File: src/rtl/player_link_scheduler_pkg.sv
// Shared definitions for the player link scheduler: packet types, FSM states,
// lane bounds and the packet-byte builder.
package player_link_pkg;

    typedef enum logic [1:0] {
        TYPE_LANE   = 2'b00,
        TYPE_FIRE   = 2'b01,
        TYPE_SWITCH = 2'b10,
        TYPE_HB     = 2'b11
    } pkt_type_t;

    typedef enum logic [1:0] {
        ST_IDLE = 2'd0,
        ST_SEND = 2'd1,
        ST_GAP  = 2'd2
    } link_state_t;

    localparam logic [3:0] LANE_MIN = 4'd1;
    localparam logic [3:0] LANE_MAX = 4'd9;

    // Request slots as seen by the arbiter; lower index wins.
    localparam logic [1:0] PRI_FIRE   = 2'd0;
    localparam logic [1:0] PRI_SWITCH = 2'd1;
    localparam logic [1:0] PRI_LANE   = 2'd2;
    localparam logic [1:0] PRI_HB     = 2'd3;

    function automatic logic [7:0] make_packet(input pkt_type_t t, input logic ptype,
                                               input logic [3:0] lane);
        return {t, ptype, 1'b0, lane};
    endfunction

    function automatic logic lane_is_legal(input logic [3:0] lane);
        return (lane >= LANE_MIN) && (lane <= LANE_MAX);
    endfunction

endpackage

File: src/rtl/player_link_scheduler_if.sv
// Byte stream towards the UART transmitter: valid/ready handshake plus data.
interface player_link_scheduler_if;
    logic       tx_valid;
    logic [7:0] tx_data;
    logic       tx_ready;

    modport master (output tx_valid, output tx_data, input tx_ready);
    modport slave  (input tx_valid, input tx_data, output tx_ready);
endinterface

File: src/rtl/player_link_scheduler_arbiter.sv
// Combinational 4-way fixed-priority arbiter; request 0 has the highest priority.
module link_priority_arbiter (
    input  logic [3:0] i_req,
    output logic       o_any,
    output logic [3:0] o_grant,
    output logic [1:0] o_idx
);
    genvar gi;
    generate
        for (gi = 0; gi < 4; gi++) begin : g_pri
            // A request wins only if nothing of higher priority is asking.
            localparam logic [3:0] HIGHER_MASK = 4'((1 << gi) - 1);
            assign o_grant[gi] = i_req[gi] & ~(|(i_req & HIGHER_MASK));
        end
    endgenerate

    assign o_any = |i_req;
    assign o_idx = {o_grant[2] | o_grant[3], o_grant[1] | o_grant[3]};
endmodule

File: src/rtl/player_link_scheduler.sv
// Turns player fire/switch/lane events and a liveness heartbeat into one-byte
// packets on the UART TX handshake, one packet at a time with a trailing gap.
module player_link_scheduler
    import player_link_pkg::*;
#(
    parameter int HEARTBEAT_CYCLES = 1000000,
    parameter int GAP_CYCLES       = 4,
    parameter int DROP_W           = 8
) (
    input  logic                  clk,
    input  logic                  rst,
    input  logic [3:0]            lane,
    input  logic                  proj_type,
    input  logic                  fire_pulse,
    input  logic                  switch_pulse,
    player_link_scheduler_if.master tx,
    output logic                  busy,
    output logic [DROP_W-1:0]     drop_count
);
    localparam int HB_W  = (HEARTBEAT_CYCLES > 2) ? $clog2(HEARTBEAT_CYCLES) : 1;
    localparam int GAP_W = (GAP_CYCLES > 2) ? $clog2(GAP_CYCLES) : 1;
    localparam logic [HB_W-1:0]  HB_LAST  = HB_W'((HEARTBEAT_CYCLES > 0) ? HEARTBEAT_CYCLES - 1 : 0);
    localparam logic [GAP_W-1:0] GAP_LAST = GAP_W'((GAP_CYCLES > 0) ? GAP_CYCLES - 1 : 0);

    link_state_t       r_state;
    logic              r_valid;
    logic [7:0]        r_data;
    logic              r_busy;
    logic [3:0]        r_last_lane;
    logic [GAP_W-1:0]  r_gap_cnt;
    logic [HB_W-1:0]   r_hb_cnt;
    logic [DROP_W-1:0] r_drop;
    logic              r_pend_fire;
    logic              r_fire_ptype;
    logic              r_pend_switch;
    logic              r_pend_lane;
    logic              r_pend_hb;

    logic              w_any;
    logic [3:0]        w_grant_raw;
    logic [3:0]        w_grant;
    logic [1:0]        w_idx;
    logic              w_handshake;
    logic              w_lane_new;
    pkt_type_t         w_type;
    logic              w_ptype;
    logic [7:0]        w_packet;

    link_priority_arbiter u_arb (
        .i_req   ({r_pend_hb, r_pend_lane, r_pend_switch, r_pend_fire}),
        .o_any   (w_any),
        .o_grant (w_grant_raw),
        .o_idx   (w_idx)
    );

    assign w_grant     = (r_state == ST_IDLE) ? w_grant_raw : 4'b0000;
    assign w_handshake = r_valid & tx.tx_ready;
    assign w_lane_new  = lane_is_legal(lane) && (lane != r_last_lane);

    // FIRE carries the type latched with its pulse; the others take it at grant.
    always_comb begin
        w_type  = TYPE_HB;
        w_ptype = proj_type;
        case (w_idx)
            PRI_FIRE: begin
                w_type  = TYPE_FIRE;
                w_ptype = r_fire_ptype;
            end
            PRI_SWITCH: w_type = TYPE_SWITCH;
            PRI_LANE:   w_type = TYPE_LANE;
            default:    w_type = TYPE_HB;
        endcase
    end

    assign w_packet = make_packet(w_type, w_ptype, lane);

    always_ff @(posedge clk or negedge rst) begin
        if (!rst) begin
            r_state     <= ST_IDLE;
            r_valid     <= 1'b0;
            r_data      <= 8'h00;
            r_busy      <= 1'b0;
            r_last_lane <= 4'd0;
            r_gap_cnt   <= '0;
        end else begin
            case (r_state)
                ST_IDLE: begin
                    if (w_any) begin
                        r_valid <= 1'b1;
                        r_data  <= w_packet;
                        r_busy  <= 1'b1;
                        r_state <= ST_SEND;
                    end
                end
                ST_SEND: begin
                    if (w_handshake) begin
                        r_valid     <= 1'b0;
                        r_last_lane <= r_data[3:0];
                        if (GAP_CYCLES == 0) begin
                            r_state <= ST_IDLE;
                            r_busy  <= 1'b0;
                        end else begin
                            r_state   <= ST_GAP;
                            r_gap_cnt <= '0;
                        end
                    end
                end
                ST_GAP: begin
                    if (r_gap_cnt == GAP_LAST) begin
                        r_state <= ST_IDLE;
                        r_busy  <= 1'b0;
                    end else begin
                        r_gap_cnt <= r_gap_cnt + 1'b1;
                    end
                end
                default: begin
                    r_state <= ST_IDLE;
                    r_valid <= 1'b0;
                    r_busy  <= 1'b0;
                end
            endcase
        end
    end

    // A fire arriving while an older fire still waits is counted as lost.
    always_ff @(posedge clk or negedge rst) begin
        if (!rst) begin
            r_pend_fire   <= 1'b0;
            r_fire_ptype  <= 1'b0;
            r_pend_switch <= 1'b0;
            r_drop        <= '0;
        end else begin
            if (fire_pulse) begin
                r_pend_fire <= 1'b1;
                if (r_pend_fire && !w_grant[PRI_FIRE]) begin
                    if (!(&r_drop))
                        r_drop <= r_drop + 1'b1;
                end else begin
                    r_fire_ptype <= proj_type;
                end
            end else if (w_grant[PRI_FIRE]) begin
                r_pend_fire <= 1'b0;
            end

            if (switch_pulse)
                r_pend_switch <= 1'b1;
            else if (w_grant[PRI_SWITCH])
                r_pend_switch <= 1'b0;
        end
    end

    // Any handshake refreshes both lane and liveness state; the lane flag is
    // re-evaluated next cycle against the lane that just went out.
    always_ff @(posedge clk or negedge rst) begin
        if (!rst) begin
            r_pend_lane <= 1'b0;
            r_pend_hb   <= 1'b0;
            r_hb_cnt    <= '0;
        end else begin
            if (w_handshake)
                r_pend_lane <= 1'b0;
            else if (w_lane_new)
                r_pend_lane <= 1'b1;
            else if (w_grant[PRI_LANE])
                r_pend_lane <= 1'b0;

            if (w_handshake) begin
                r_pend_hb <= 1'b0;
                r_hb_cnt  <= '0;
            end else begin
                if (r_hb_cnt == HB_LAST)
                    r_pend_hb <= 1'b1;
                else if (w_grant[PRI_HB])
                    r_pend_hb <= 1'b0;
                if (r_hb_cnt != HB_LAST)
                    r_hb_cnt <= r_hb_cnt + 1'b1;
            end
        end
    end

    assign tx.tx_valid = r_valid;
    assign tx.tx_data  = r_data;
    assign busy        = r_busy;
    assign drop_count  = r_drop;

endmodule

File: src/flat_wrapper.sv
// flat-port wrapper written by rule: the top's interface ports become plain ports
module player_link_scheduler_flat import player_link_pkg::*;
#(
    parameter int HEARTBEAT_CYCLES = 1000000,
    parameter int GAP_CYCLES       = 4,
    parameter int DROP_W           = 8
)
  (clk, rst, lane, proj_type, fire_pulse, switch_pulse, busy, drop_count, tx_tx_valid, tx_tx_data, tx_tx_ready);
  player_link_scheduler_if tx_i ();
  input  logic clk;
  input  logic rst;
  input  logic [3:0] lane;
  input  logic proj_type;
  input  logic fire_pulse;
  input  logic switch_pulse;
  output logic busy;
  output logic [DROP_W-1:0] drop_count;
  output wire logic [$bits(tx_i.tx_valid)-1:0] tx_tx_valid;
  output wire logic [$bits(tx_i.tx_data)-1:0] tx_tx_data;
  input wire logic [$bits(tx_i.tx_ready)-1:0] tx_tx_ready;
  assign tx_tx_valid = tx_i.tx_valid;
  assign tx_tx_data = tx_i.tx_data;
  assign tx_i.tx_ready = tx_tx_ready;
  player_link_scheduler #(.HEARTBEAT_CYCLES(HEARTBEAT_CYCLES), .GAP_CYCLES(GAP_CYCLES), .DROP_W(DROP_W)) u_core (.clk(clk), .rst(rst), .lane(lane), .proj_type(proj_type), .fire_pulse(fire_pulse), .switch_pulse(switch_pulse), .tx(tx_i), .busy(busy), .drop_count(drop_count));
endmodule
File: config.mk
export PLATFORM = sky130hd
export DESIGN_NAME = player_link_scheduler_flat
export DESIGN_NICKNAME = d
export VERILOG_FILES = /design/src/rtl/player_link_scheduler_pkg.sv /design/src/rtl/player_link_scheduler_if.sv /design/src/rtl/player_link_scheduler_arbiter.sv /design/src/rtl/player_link_scheduler.sv /design/src/flat_wrapper.sv
export SDC_FILE = /design/constraint.sdc
export NUM_CORES = 1
export LEC_CHECK = 0
export ABC_AREA = 1
export BUFFER_PORTS_ARGS = -buffer_cell sky130_fd_sc_hd__buf_2
export CAP_MARGIN = 20
export CORE_ASPECT_RATIO = 1.5
export CORE_MARGIN = 8
export CORE_UTILIZATION = 55
export DETAILED_ROUTE_END_ITERATION = 8
export PLACE_DENSITY = 0.75
export SETUP_SLACK_MARGIN = 0.15
export SYNTH_ARGS = -nofsm -noshare
export SYNTH_HDL_FRONTEND = slang
export SYNTH_SLANG_ARGS = --single-unit
File: constraint.sdc
create_clock -name clk -period 4.7 [get_ports clk]
set_clock_uncertainty 0.05 [all_clocks]
set_input_delay 0.235 -clock clk [delete_from_list [all_inputs] [get_ports clk]]
set_output_delay 0.235 -clock clk [all_outputs]
set_load 0.02 [all_outputs]
==> metrics.yaml, run 1 <==
route:
  totalWireLength_mm: 5.614
  drt_iter0_drc: 150
  post_drt_wl_per_cell_um: 12.56
  drc: 0
  num_vias: 2271
  vias_per_cell: 5.081
  ant_nets: 0
  drtPass1Iterations: 4
global_route:
  grt_max_degree: 51
  antenna_found_initial: 0
  grt_pass1_wl_mm: 9.763
  grt.overflow.total: 0
  grt_pass1_vias: 2295
  grt_usage_pct: 16.47
sta:
  min_period_ns: 1.901
  max_freq_mhz: 526.1
  fin_crit_sh_pct: 40.45
  tns_ns: 0
  post-route-worst-setup-slack_ns: 2.799
  grt_setup_unrepaired: "no"
  whs_ns: 0.06739
  finalSetupViolCount: 0
  hold_violations: 0
  slew_headroom_pct: 65.61
  tightest_slew_ns: 0.5146
  slew_violations: 0
hold_path:
  hold_path.class: "in2reg"
  worstHoldStart: "switch_pulse"
  min_path_cells: 3
cells_and_area:
  multi_input_area_um2: 1306
  fill_cells: 456
  fin_nets: 397
  diodes: 0
  final_area_um2: 3049
  layout-drive-gt1-share_pct: 16.54
  seq_area_um2: 1251
  area_delta_synth_final_pct: 11.38
clocking:
  clock_sink_count: 50
  cts_setup_buffers: 0
  clockRootBuffer: "clkbuf_8"
  clk_latency_ns: 0.30
  postCtsHoldBufs: 0
  cts_tree: "done"
  path_clk_slew_ns: 0.09
  cts_resized: 0
  clockBufferDepth: 2
  htree_levels: 2
  cts-buffers-inserted: 5
synth:
  synth_area_um2: 2738
  synth_most_common_cell: "nand2_1"
  synth.cells.most_frequent: "nand2_1 (86), dfrtp_1 (50), nor2_1 (46)"
  ys_warn_count: 0
  syn_avg_cell_area_um2: 7.844
  yosys_most_used_dff: "dfrtp_1"
  synth_top_area_share_pct: 45.70
  synth_fp_nets: 366
  syn_inst: 349
  synth_edf_count: 0
  ys_types: 26
  synthArstFlopShare_pct: 100.0
  synth.largest_area_cell: "dfrtp_1"
  synth_area_leaders: "dfrtp_1 (46%), nand2_1 (12%), nor2_1 (6.3%)"
  seq_area_frac_synth_pct: 45.70
  yosys_register_bits: 50
floorplan:
  row_count: 31
  ios: 28
  die_area_um2: 7538
  dieWidth_um: 73.61
  initial_utilization_pct: 56.92
  core_um2: 4810
  die_y_um: 102.4
critical_path:
  cpMaxStageDelayCell: "dfrtp_1"
  crit_start: "u_core.tx.tx_valid"
  path_common_cell: "nand2_1"
  cp.required_ns: 4.84
  rr_startpoint: "u_core.tx.tx_valid"
  reg2reg_slack_ns: 2.80
  crit_type: "reg2reg"
  arrival_ns: 2.04
  crit_cells: 4
  crit_path_end: "u_core.r_last_lane[1]"
  rr_endpoint: "u_core.r_last_lane[1]"
  crit_buf_inv: 1
  cpLargestDelayFamily: "simple AND/OR/NAND/NOR gates"
  slowest_delay_ns: 0.40
  r2r.worst_path.cells: 4
  worstSetupEndpointType: "flip-flop"
  critPathMaxFanout: 15
  cp_cell_sequence: "nand2_1 > inv_1 > nand2_1 > mux2_2"
  critPathLaunchType: "flip-flop"
power_and_ir_drop:
  power_density_nw_per_um2: 488.4
  peakVddDrop_mv: 0.3394
  p_leak_nw: 1.487
flow_run:
  drv_cap: 0
outcome:
  status: "complete, no violations"
place:
  hpwl_mm: 4.313
  place_area_um2: 2928
  io_buffers: 26
  pre_cts_ws_ns: 2.827
  place_congestion: 0.8356
## worst reg2reg max path: cells and delay by family, from the launching register on
| kind | cells | cell delay (ns) |
|---|---|---|
| simple gates | 2 | 0.65 |
| flops | 1 | 0.40 |
| mux | 1 | 0.36 |
| buf+inv | 1 | 0.33 |
## cells in the final DEF (no fill, tap or decap), types with 5 or more instances in the layout
master,n
a21oi_1,9
buf_2,26
clkbuf_8,6
dfrtp_1,50
ha_1,7
inv_1,37
inv_2,5
nand2_1,86
nand2_2,5
nand3_1,24
nand4_1,8
nor2_1,46
nor2_2,6
nor3_1,5
o21ai_0,21
xor2_1,12
## report_power, final
part | switching, W | total, W | internal (W) | leakage, nW
sequential | 0.000108 | 0.000666 | 0.000558 | 0.645
clock | 0.000137 | 0.000256 | 0.000119 | 0.0482
combinational | 0.000360 | 0.000567 | 0.000207 | 0.794
total | 0.000605 | 0.00149 | 0.000884 | 1.49
## metrics by stage
| step | utilization [%] | instances | total power (W) |
|---|---|---|---|
| after CTS | 62.77 | 445 | 0.001504 |
| final | 63.40 | 447 | 0.001489 |
| after floorplan | - | 349 | 0.001074 |
| after global routing | 63.40 | 447 | 0.001614 |
| after global placement | 60.87 | 437 | 0.001227 |
| after detailed placement | 60.87 | 437 | 0.001244 |
## metal layers
metal	up-vias	global-route usage, %	part of all wire [%]
met5	-	0	0
met4	0	7.573	2.9
met3	12	3.831	3.2
met2	42	30.34	52
met1	1055	16.83	41
li1	1162	-	-
## worst min path at each step
stage                                       to
after floorplan                    u_core.busy
after global placement    u_core.r_pend_switch
after detailed placement  u_core.r_pend_switch
after CTS                 u_core.r_pend_switch
after global routing      u_core.r_pend_switch
final                     u_core.r_pend_switch
## logic make-up after synthesis
family                   synth area share, %
XOR/XNOR                               5.119
AO/OA/AOI/OAI                          6.307
other                                 0.1370
buffers and inverters                  6.581
multiplexers                           1.645
flip-flops                             45.70
adder cells (fa/ha/maj)                3.199
AND/OR/NAND/NOR                        31.31
## area by class of cell
type	instances	area share, %
multi-input combinational	253	42.84
timing repair buffer	28	5.252
sequential	50	41.03
clock inverter	1	0.1641
clock buffer	7	2.831
inverter	42	5.170
tap	66	2.708
## state kept, by name, indices dropped and copies added (netlist names)
name / cells
u_core.r_pend_switch: 1
u_core.r_gap_cnt: 2
u_core.drop_count: 8
u_core.busy: 1
u_core.tx.tx_data: 7
u_core.r_last_lane: 4
u_core.r_state: 2
u_core.tx.tx_valid: 1
u_core.r_pend_lane: 1
u_core.r_pend_fire: 1
u_core.r_fire_ptype: 1
u_core.r_pend_hb: 1
u_core.r_hb_cnt: 20
No activity file was read; power rests on OpenSTA's default activity.
==> inputs of run 2 (changes only) <==
--- a/config.mk
+++ b/config.mk
@@ -10,9 +10,9 @@
 export CAP_MARGIN = 20
 export CORE_ASPECT_RATIO = 1.5
 export CORE_MARGIN = 8
-export CORE_UTILIZATION = 55
+export CORE_UTILIZATION = 53
 export DETAILED_ROUTE_END_ITERATION = 8
-export PLACE_DENSITY = 0.75
+export PLACE_DENSITY = 0.76
 export SETUP_SLACK_MARGIN = 0.15
 export SYNTH_ARGS = -nofsm -noshare
 export SYNTH_HDL_FRONTEND = slang
==> constraint.sdc (replaced) <==
create_clock -name clk -period 1.69 [get_ports clk]
set_clock_uncertainty 0.05 [all_clocks]
set_input_delay 0.0845 -clock clk [delete_from_list [all_inputs] [get_ports clk]]
set_output_delay 0.0845 -clock clk [all_outputs]
set_load 0.02 [all_outputs]
==> run 2 against run 1 <==
  * Cell count rose by 4.5%
  * Combinational power rose to 3.5 times the previous value
  * Sequential cell count did not move
  * Setup slack got worse by 2.7 ns
  * Clock power rose to 4.1 times the previous value
  * Cell area rose by 8.9%
  * Critical path type unchanged
  * Largest cell class unchanged
==> metrics.yaml, run 2 (synthesized netlist as in run 1, its figures left out) <==
cells_and_area:
  area_delta_synth_final_pct: 21.25
  final_common_cell: "nand2_1"
  diodes: 0  # unchanged
  top_register: "u_core.r_hb_cnt"
  fill_cells: 468  # +2.6%
  final_core_util_pct: 65.80  # +2.4 points
  layout-drive-gt1-share_pct: 22.31  # +5.8 points
  final_cell_mix: "nand2_1 (83), dfrtp_1 (48), nor2_1 (45)"
  largest_register_ffs: 20  # unchanged
  fin_nets: 415  # +4.5%
  stdcell_count: 467  # +4.5%
place:
  dp.cells: 443  # +1.4%
  pre_cts_ws_ns: 0.1113  # -2.715 ns
  hpwl_mm: 4.587  # +6.4%
  place_congestion: 0.8692  # +4.0%
  io_buffers: 26  # unchanged
critical_path:
  critPathLaunchType: "flip-flop"
  reg2reg_slack_ns: 0.13  # -2.67 ns
  critPathMaxFanout: 6  # -9
  crit_type: "reg2reg"
  rr_startpoint: "u_core.r_state[0]"
  r2r.worst_path.cells: 8  # +4
  rr_endpoint: "u_core.drop_count[0]"
  arrival_ns: 1.71  # -0.33 ns
  cp.required_ns: 1.84  # -3.00 ns
  worstSetupEndpointType: "flip-flop"
clocking:
  cts_tree: "done"
  path_clk_slew_ns: 0.10  # about the same
  clk_latency_ns: 0.31  # about the same
  clock_sink_count: 50  # unchanged
  htree_levels: 2  # unchanged
  clockRootBuffer: "clkbuf_8"
  cts-buffers-inserted: 5  # unchanged
  clockBufferDepth: 2  # unchanged
power_and_ir_drop:
  power_density_nw_per_um2: 1470  # +200%
  peakVddDrop_mv: 1.170  # +240%
  p_leak_nw: 1.595  # +7.3%
sta:
  grt_setup_unrepaired: "yes"
  slew_violations: 0  # unchanged
  slew_headroom_pct: 66.07  # +0.46 points
  min_period_ns: 1.561  # -0.3402 ns
  tns_ns: 0  # unchanged
  max_freq_mhz: 640.7  # +22%
  finalSetupViolCount: 0  # unchanged
  fin_crit_sh_pct: 92.35  # +52 points
  hold_violations: 0  # unchanged
  tightest_slew_ns: 0.5090  # -0.005653 ns
  post-route-worst-setup-slack_ns: 0.1292  # -2.670 ns
floorplan:
  row_count: 32  # +3.2%
  ios: 28  # unchanged
  dieWidth_um: 74.68  # +1.5%
  initial_utilization_pct: 54.27  # -2.7 points
  die_area_um2: 7768  # +3.1%
  core_um2: 5045  # +4.9%
  die_y_um: 104.0  # +1.6%
hold_path:
  hold_path.class: "in2reg"
  min_to: "u_core.tx.tx_data[2]"
  min_path_cells: 3  # unchanged
  worstHoldStart: "lane[2]"
global_route:
  grt_usage_pct: 16.61  # +0.14 points
  grt_pass1_vias: 2400  # +4.6%
  grt_max_degree: 31  # -39%
  grt.overflow.total: 0  # unchanged
  grt_pass1_wl_mm: 10.43  # +6.9%
  antenna_found_initial: 0  # unchanged
route:
  highest_layer: "met4"
  ant_nets: 0  # unchanged
  drt_iter0_drc: 127  # -15%
  drc: 0  # unchanged
  num_vias: 2411  # +6.2%
  routed-wl-met2_mm: 3.430  # +17%
  post_drt_wl_per_cell_um: 13.60  # +8.3%
  wl_met3_um: 238  # +32%
  met1_length_mm: 2.498  # +7.3%
  drtPass1Iterations: 4  # unchanged
  totalWireLength_mm: 6.353  # +13%
  vias_per_cell: 5.163  # +1.6%
outcome:
  status: "complete, no violations"
flow_run:
  drv_cap: 0  # unchanged
## run 2: cell type report
cell class,count,area [µm²],share of cell area (%)
Tap cell,68,85.08,2.563
Clock inverter,2,60.06,1.809
Clock buffer,6,82.58,2.488
Timing Repair inverter,1,7.507,0.2262
Inverter,42,160.2,4.825
Multi-Input combinational cell,253,1363,41.05
Timing Repair Buffer,45,307.8,9.273
Sequential cell,50,1254,37.77
## run 2: power breakdown
group,leakage (nW),internal [W],total (W),switching (W)
sequential,0.642,0.00155,0.00187,0.000314
clock,0.0714,0.000631,0.00104,0.000407
combinational,0.881,0.000837,0.00197,0.00114
## run 2: critical path, stage by stage, from the launching register on
cell     delay, ns
dfrtp_1       0.38
inv_1         0.07
ha_1          0.22
inv_2         0.08
nand2_2       0.09
nor2_4        0.16
nand2_4       0.11
buf_4         0.15
xor2_1        0.14
## run 2: metrics by stage
step	hold WS, ns	instance area, µm²	total power [W]
after floorplan	-0.2611	2738	0.002986
after global placement	0.03199	2973	0.003450
after detailed placement	0.03550	2973	0.003512
after CTS	0.01954	3173	0.004604
after global routing	0.04067	3319	0.005223
final	0.02197	3319	0.004879
## run 2: what timing repair did
action / in CTS / in global routing
pin swaps: 0 / 5
setup buffers: 0 / 11
cloned: 0 / 1
setup endpoints to repair: 12 / 25
resized for setup: 4 / 14
endpoints found under the hold margin: 23 / 0
hold buffers: 4 / 0
## run 2: how the worst max path moves through the flow
stage                            start  cells after the start                   end
global route         u_core.r_state[0]                      8  u_core.drop_count[3]
finish               u_core.r_state[0]                      8  u_core.drop_count[0]
global placement    u_core.r_hb_cnt[0]                      8    u_core.r_hb_cnt[0]
CTS                  u_core.r_state[0]                     10  u_core.drop_count[2]
floorplan            u_core.r_state[0]                     10  u_core.drop_count[2]
detailed placement   u_core.r_state[0]                     10  u_core.drop_count[2]
## run 2: layer usage
layer | vias to the layer above | GRT usage (%)
li1 | 1200 | -
met1 | 1128 | 18.20
met2 | 66 | 29.22
met3 | 17 | 3.571
met4 | 0 | 6.620
met5 | - | 0
